===== src/rtl/alien_hit_detector.sv =====
// alien_hit_detector
// Tests each updated player-bullet position against the alive-alien grid.
// On a hit it pulses collided, clears the alien, bumps a saturating score
// and requests an erase of the alien's sprite from the draw arbiter.
//
// Ports:
//   clk, reset            system clock, synchronous active-high reset
//   bulletValid           pulse: bulletX/bulletY just updated
//   bulletX, bulletY      bullet pixel position
//   gridX, gridY          grid origin (top-left of alien row0/col0)
//   newWave               pulse: reload all aliens alive (IDLE only)
//   eraseAck              draw arbiter accepted the erase request
//   collided              one-cycle hit pulse
//   eraseReq              erase request, held until eraseAck
//   eraseX, eraseY        top-left of the alien to erase
//   aliveMask             bit r*COLS+c set while alien (r,c) is alive
//   score                 hits this game, saturating at 255
//   allDead               aliveMask == 0 (combinational)
module alien_hit_detector #(
  parameter int unsigned ROWS      = 3,
  parameter int unsigned COLS      = 8,
  parameter int unsigned X_SPACING = 16,
  parameter int unsigned Y_SPACING = 16,
  parameter int unsigned ALIEN_W   = 10,
  parameter int unsigned ALIEN_H   = 8
) (
  input  logic                 clk,
  input  logic                 reset,
  input  logic                 bulletValid,
  input  logic [7:0]           bulletX,
  input  logic [6:0]           bulletY,
  input  logic [7:0]           gridX,
  input  logic [6:0]           gridY,
  input  logic                 newWave,
  input  logic                 eraseAck,
  output logic                 collided,
  output logic                 eraseReq,
  output logic [7:0]           eraseX,
  output logic [6:0]           eraseY,
  output logic [ROWS*COLS-1:0] aliveMask,
  output logic [7:0]           score,
  output logic                 allDead
);

  localparam int unsigned N       = ROWS * COLS;
  localparam int unsigned XS_LOG2 = $clog2(X_SPACING);
  localparam int unsigned YS_LOG2 = $clog2(Y_SPACING);
  localparam int unsigned IDX_W   = (N > 1) ? $clog2(N) : 1;
  localparam int unsigned CW      = (COLS > 1) ? $clog2(COLS) : 1;
  localparam int unsigned RW      = (ROWS > 1) ? $clog2(ROWS) : 1;

  typedef enum logic [1:0] {IDLE, CHECK, HIT, ERASE} state_t;

  state_t state, next_state;

  // Latched bullet/grid snapshot and the cell found in CHECK
  logic [7:0]       bx_q, gx_q;
  logic [6:0]       by_q, gy_q;
  logic [CW-1:0]    col_q;
  logic [RW-1:0]    row_q;
  logic [IDX_W-1:0] idx_q;

  // Hit-test datapath on the latched snapshot
  logic [8:0]       dx_c;
  logic [7:0]       dy_c;
  logic [7:0]       col_full, offx;
  logic [6:0]       row_full, offy;
  logic             in_cell_c;
  logic [IDX_W-1:0] idx_c;
  logic             hit_c;

  // Decoded controls
  logic load_bullet_c, reload_mask_c, latch_cell_c, commit_hit_c;
  logic collided_d, erase_req_d;

  // State register
  always_ff @(posedge clk) begin
    if (reset) state <= IDLE;
    else       state <= next_state;
  end

  // Next-state logic
  always_comb begin
    next_state = state;
    unique case (state)
      IDLE:    if (!newWave && bulletValid) next_state = CHECK;
      CHECK:   next_state = hit_c ? HIT : IDLE;
      HIT:     next_state = ERASE;
      ERASE:   if (eraseAck) next_state = IDLE;
      default: next_state = IDLE;
    endcase
  end

  // Output/control decode
  always_comb begin
    load_bullet_c = 1'b0;
    reload_mask_c = 1'b0;
    latch_cell_c  = 1'b0;
    commit_hit_c  = 1'b0;
    collided_d    = (next_state == HIT);
    erase_req_d   = (next_state == ERASE);
    unique case (state)
      IDLE: begin
        reload_mask_c = newWave;
        load_bullet_c = !newWave && bulletValid;
      end
      CHECK:   latch_cell_c = 1'b1;
      HIT:     commit_hit_c = 1'b1;
      default: ;
    endcase
  end

  // Geometry: offsets are non-negative only when the sign bit is clear;
  // pitches are powers of two so col/row/offset are shifts and masks.
  always_comb begin
    dx_c      = {1'b0, bx_q} - {1'b0, gx_q};
    dy_c      = {1'b0, by_q} - {1'b0, gy_q};
    col_full  = dx_c[7:0] >> XS_LOG2;
    row_full  = dy_c[6:0] >> YS_LOG2;
    offx      = dx_c[7:0] & 8'(X_SPACING - 1);
    offy      = dy_c[6:0] & 7'(Y_SPACING - 1);
    in_cell_c = !dx_c[8] && !dy_c[7] &&
                (col_full < 8'(COLS)) && (row_full < 7'(ROWS)) &&
                (offx < 8'(ALIEN_W)) && (offy < 7'(ALIEN_H));
    // Index forced to 0 off-grid so the mask is never read out of range
    idx_c     = in_cell_c ? IDX_W'(32'(row_full) * COLS + 32'(col_full)) : '0;
    hit_c     = in_cell_c && aliveMask[idx_c];
  end

  // Datapath registers
  always_ff @(posedge clk) begin
    if (reset) begin
      bx_q      <= '0;
      by_q      <= '0;
      gx_q      <= '0;
      gy_q      <= '0;
      col_q     <= '0;
      row_q     <= '0;
      idx_q     <= '0;
      aliveMask <= '1;
      score     <= '0;
      collided  <= 1'b0;
      eraseReq  <= 1'b0;
      eraseX    <= '0;
      eraseY    <= '0;
    end else begin
      collided <= collided_d;
      eraseReq <= erase_req_d;
      if (reload_mask_c) aliveMask <= '1;
      if (load_bullet_c) begin
        bx_q <= bulletX;
        by_q <= bulletY;
        gx_q <= gridX;
        gy_q <= gridY;
      end
      if (latch_cell_c) begin
        col_q <= CW'(col_full);
        row_q <= RW'(row_full);
        idx_q <= idx_c;
      end
      if (commit_hit_c) begin
        aliveMask[idx_q] <= 1'b0;
        if (score != 8'hFF) score <= score + 8'd1;
        eraseX <= gx_q + 8'(32'(col_q) * X_SPACING);
        eraseY <= gy_q + 7'(32'(row_q) * Y_SPACING);
      end
    end
  end

  assign allDead = (aliveMask == '0);

endmodule


===== config.mk =====
export PLATFORM = sky130hd
export DESIGN_NAME = alien_hit_detector
export DESIGN_NICKNAME = d
export VERILOG_FILES = /design/src/rtl/alien_hit_detector.sv
export SDC_FILE = /design/constraint.sdc
export NUM_CORES = 1
export LEC_CHECK = 0
export CAP_MARGIN = 25
export CORE_UTILIZATION = 32
export DETAILED_ROUTE_END_ITERATION = 10
export PLACE_DENSITY_LB_ADDON = 0.3
export SYNTH_ARGS = -nofsm -noshare
export SYNTH_HDL_FRONTEND = slang
export SYNTH_SLANG_ARGS = --single-unit

===== constraint.sdc =====
create_clock -name clk -period 6.6 [get_ports clk]
set_input_delay 1.32 -clock clk [delete_from_list [all_inputs] [get_ports clk]]
set_output_delay 1.32 -clock clk [all_outputs]
set_load 0.05 [all_outputs]

==> metrics.yaml <==
final_layout:
  layout_common_cells: "nand2_1, dfxtp_1, clkdlybuf4s50_1, a21oi_1, nand2b_1"
  finalNonFillerCells: 795
  n_antenna_cell: 0
  final_common_cell: "nand2_1"
  nNetsFinal: 671
  drive_gt1_frac: 0.0662
  area_growth_pct: 29.2
logic_synthesis:
  postSynth.asyncResetShare: 0
  synth-edff-count: 0
  ys_warn_count: 0
  synth_nets: 601
  ys_ff_latch: 91
  ys_seq_area_frac: 0.405
  synth_area_um2: 4500
  synth_flop_cell: "dfxtp_1"
  syn_inst: 544
  synth_cell_type_count: 63
  avgSynthCellArea_um2: 8.27
power_and_ir_drop:
  peakVddDrop_uv: 140
  p_seq_frac: 0.413
  power.leakage_nw: 2.07
  p_comb_frac: 0.182
  total_power_mw: 1.38
  switchingPower_mw: 0.368
  swShare: 0.267
  intPower_mw: 1.01
  clockPowerShare: 0.405
  p_per_area_nw_per_um2: 237
place:
  post-dp-hpwl_mm: 8.47
  pre_cts_slack_ns: 3.12
  placed_cells: 779
  io_buffers: 84
  gp_congestion: 0.875
floorplanning:
  chipWidth_um: 121
  dieArea_um2: 14500
  core_area_um2: 13500
  die_y_um: 121
  initial_utilization: 0.334
  num_io_pins: 85
  rows: 42
detailed_routing:
  ant_nets: 0
  avgRoutedWirePerCell_um: 14.5
  initialDrtViolationCount: 251
  drc: 0
  vias_per_cell: 5.09
  wirelength_mm: 11.5
  vias: 4046
  first_pass_iters: 4
outcome:
  run_status: "complete, no violations"
critical_path:
  slowest_stage: "or4b_2"
  required_ns: 6.89
  cp_max_fo: 8
  arrival_ns: 3.82
  crit_chain: "nor2b_1 -> inv_1 -> fa_1 -> a21o_1 -> a221oi_1 -> xor2_1 -> a41oi_1 -> or4b_2 -> nand3_1 -> a32oi_1 -> a211oi_2 -> or2_1"
  cp_slowest_stage_delay_ns: 0.61
  critical_path_class: "reg -> reg"
  cp-start-kind: "register"
  crit_path_end_kind: "register"
sta:
  clock_skew_ns: 0.00874
  rsz0062_at_grt: "false"
  max_freq_mhz: 284
  setup_viol: 0
  whs_ns: 0.452
  drv_slew: 0
  fin_crit_ns: 3.53
  worst_slew_pin_slew_ns: 0.844
  hold_viol: 0
  max_slew_margin: 0.435
  setup_tns_ns: 0
  setup_slack_ns: 3.07
  fin_crit_sh: 0.534
cts:
  htreeDepth: 3
  hold_buffers: 0
  path_clk_slew_ns: 0.07
  postCtsSetupRepairBufs: 0
  cts_sinks: 91
  cts.repair.resized: 0
  root_buffer: "clkbuf_16"
  clk_latency_ns: 0.34
  cts_buffers: 9
  clk_path_buf_depth: 2
  cts_tree: "built"
grt:
  antenna_found_initial: 0
  grt_max_degree: 52
  grt_pass1_wl_mm: 19.1
  track_usage: 0.166
  grt_pass1_vias: 3851
  overflow: 0
run:
  max-cap-violations: 0
min_path:
  min_path_type: "reg -> reg"
[registers in the layout (all words and copies together), names as in the netlist, 3 cells and up]
name and cells:
aliveMask 24, bx_q 8, by_q 7, col_q 3, eraseX 8, eraseY 7
gx_q 8, gy_q 7, idx_q 5, score 8
[Yosys cell counts (3+ instances only)]
cell        n  area (um^2)
ha_1       19          238
o22ai_1    24          150
nand2_1   117          439
inv_1      20         75.1
or3_1       5         31.3
dfxtp_1    91         1820
xnor2_1     9         78.8
fa_1        3         60.1
clkbuf_1   26         97.6
o211ai_1    3         22.5
nor2_1     25         93.8
nor3_1      5         25.0
nand3_1    14         70.1
nand3b_1    3         22.5
a211oi_1    3         22.5
nor4_1      6         37.5
a21oi_1    61          305
a21o_1      4         30.0
nor3b_1     3         22.5
o21ai_0     4         20.0
mux2i_1     9         90.1
nand2b_1   28          175
xor2_1      8         70.1
nand4_1     4         25.0
nor2b_1     5         31.3
[kinds of logic after synthesis]
logic type,count (synthesis),synth area share
muxes,11,0.0275
DFF,91,0.405
buffers and inverters,49,0.0420
xor gates and xnor gates,17,0.0331
adders and majority gates,22,0.0662
and+or+nand+nor,230,0.250
AOI/OAI and AO/OA,124,0.177
[power by group through the flow]
stage / Combinational (mW) / Sequential [mW] / Clock [mW]
after floorplan: 0.183 / 0.581 / 0
after global placement: 0.245 / 0.582 / 0
after detailed placement: 0.248 / 0.582 / 0
after CTS: 0.250 / 0.570 / 0.572
after global routing: 0.276 / 0.571 / 0.593
final: 0.251 / 0.570 / 0.559
[metrics by stage]
stage	util	instance area, um^2
finish	0.432	5810
global route	0.432	5810
CTS	0.432	5810
detailed placement	0.408	5490
global placement	0.408	5490
floorplan	-	4500
[final timing paths]
check	from	endpoint	slack [ns]	cells past startpoint
worst max-delay path	gx_q[0]	state[1]	3.07	12
worst min-delay path	eraseX[6]	eraseX[6]	0.45	2
worst max register to register	gx_q[0]	state[1]	3.07	12
worst min register to register	eraseX[6]	eraseX[6]	0.45	2
[layout make-up]
| class | count | area (um^2) |
|---|---|---|
| flip-flops and latches | 91 | 1820 |
| inverters | 20 | 75.1 |
| well taps | 176 | 220 |
| multi-input cells | 404 | 2500 |
| clock buffers | 10 | 239 |
| fillers | 1347 | 7640 |
| repair buffers | 88 | 866 |
| clock inverters | 6 | 87.6 |
[worst max-delay path, delay by kind of cell (launching register included)]
kind	cells	cell delay, ns
buf+inv	1	0.09
xor+xnor	1	0.35
flops	1	0.34
compound gates	5	1.21
simple gates	4	1.07
fa+ha+maj	1	0.41
[layer usage]
layer  vias up  track usage  wire length [um]
met2       114        0.258              5130
met5         -            0                 0
met1      1881        0.224              5580
met3        17       0.0401               569
met4         0       0.0556               227
li1       2034            -                 -
No activity file was read; power rests on OpenSTA's default activity.
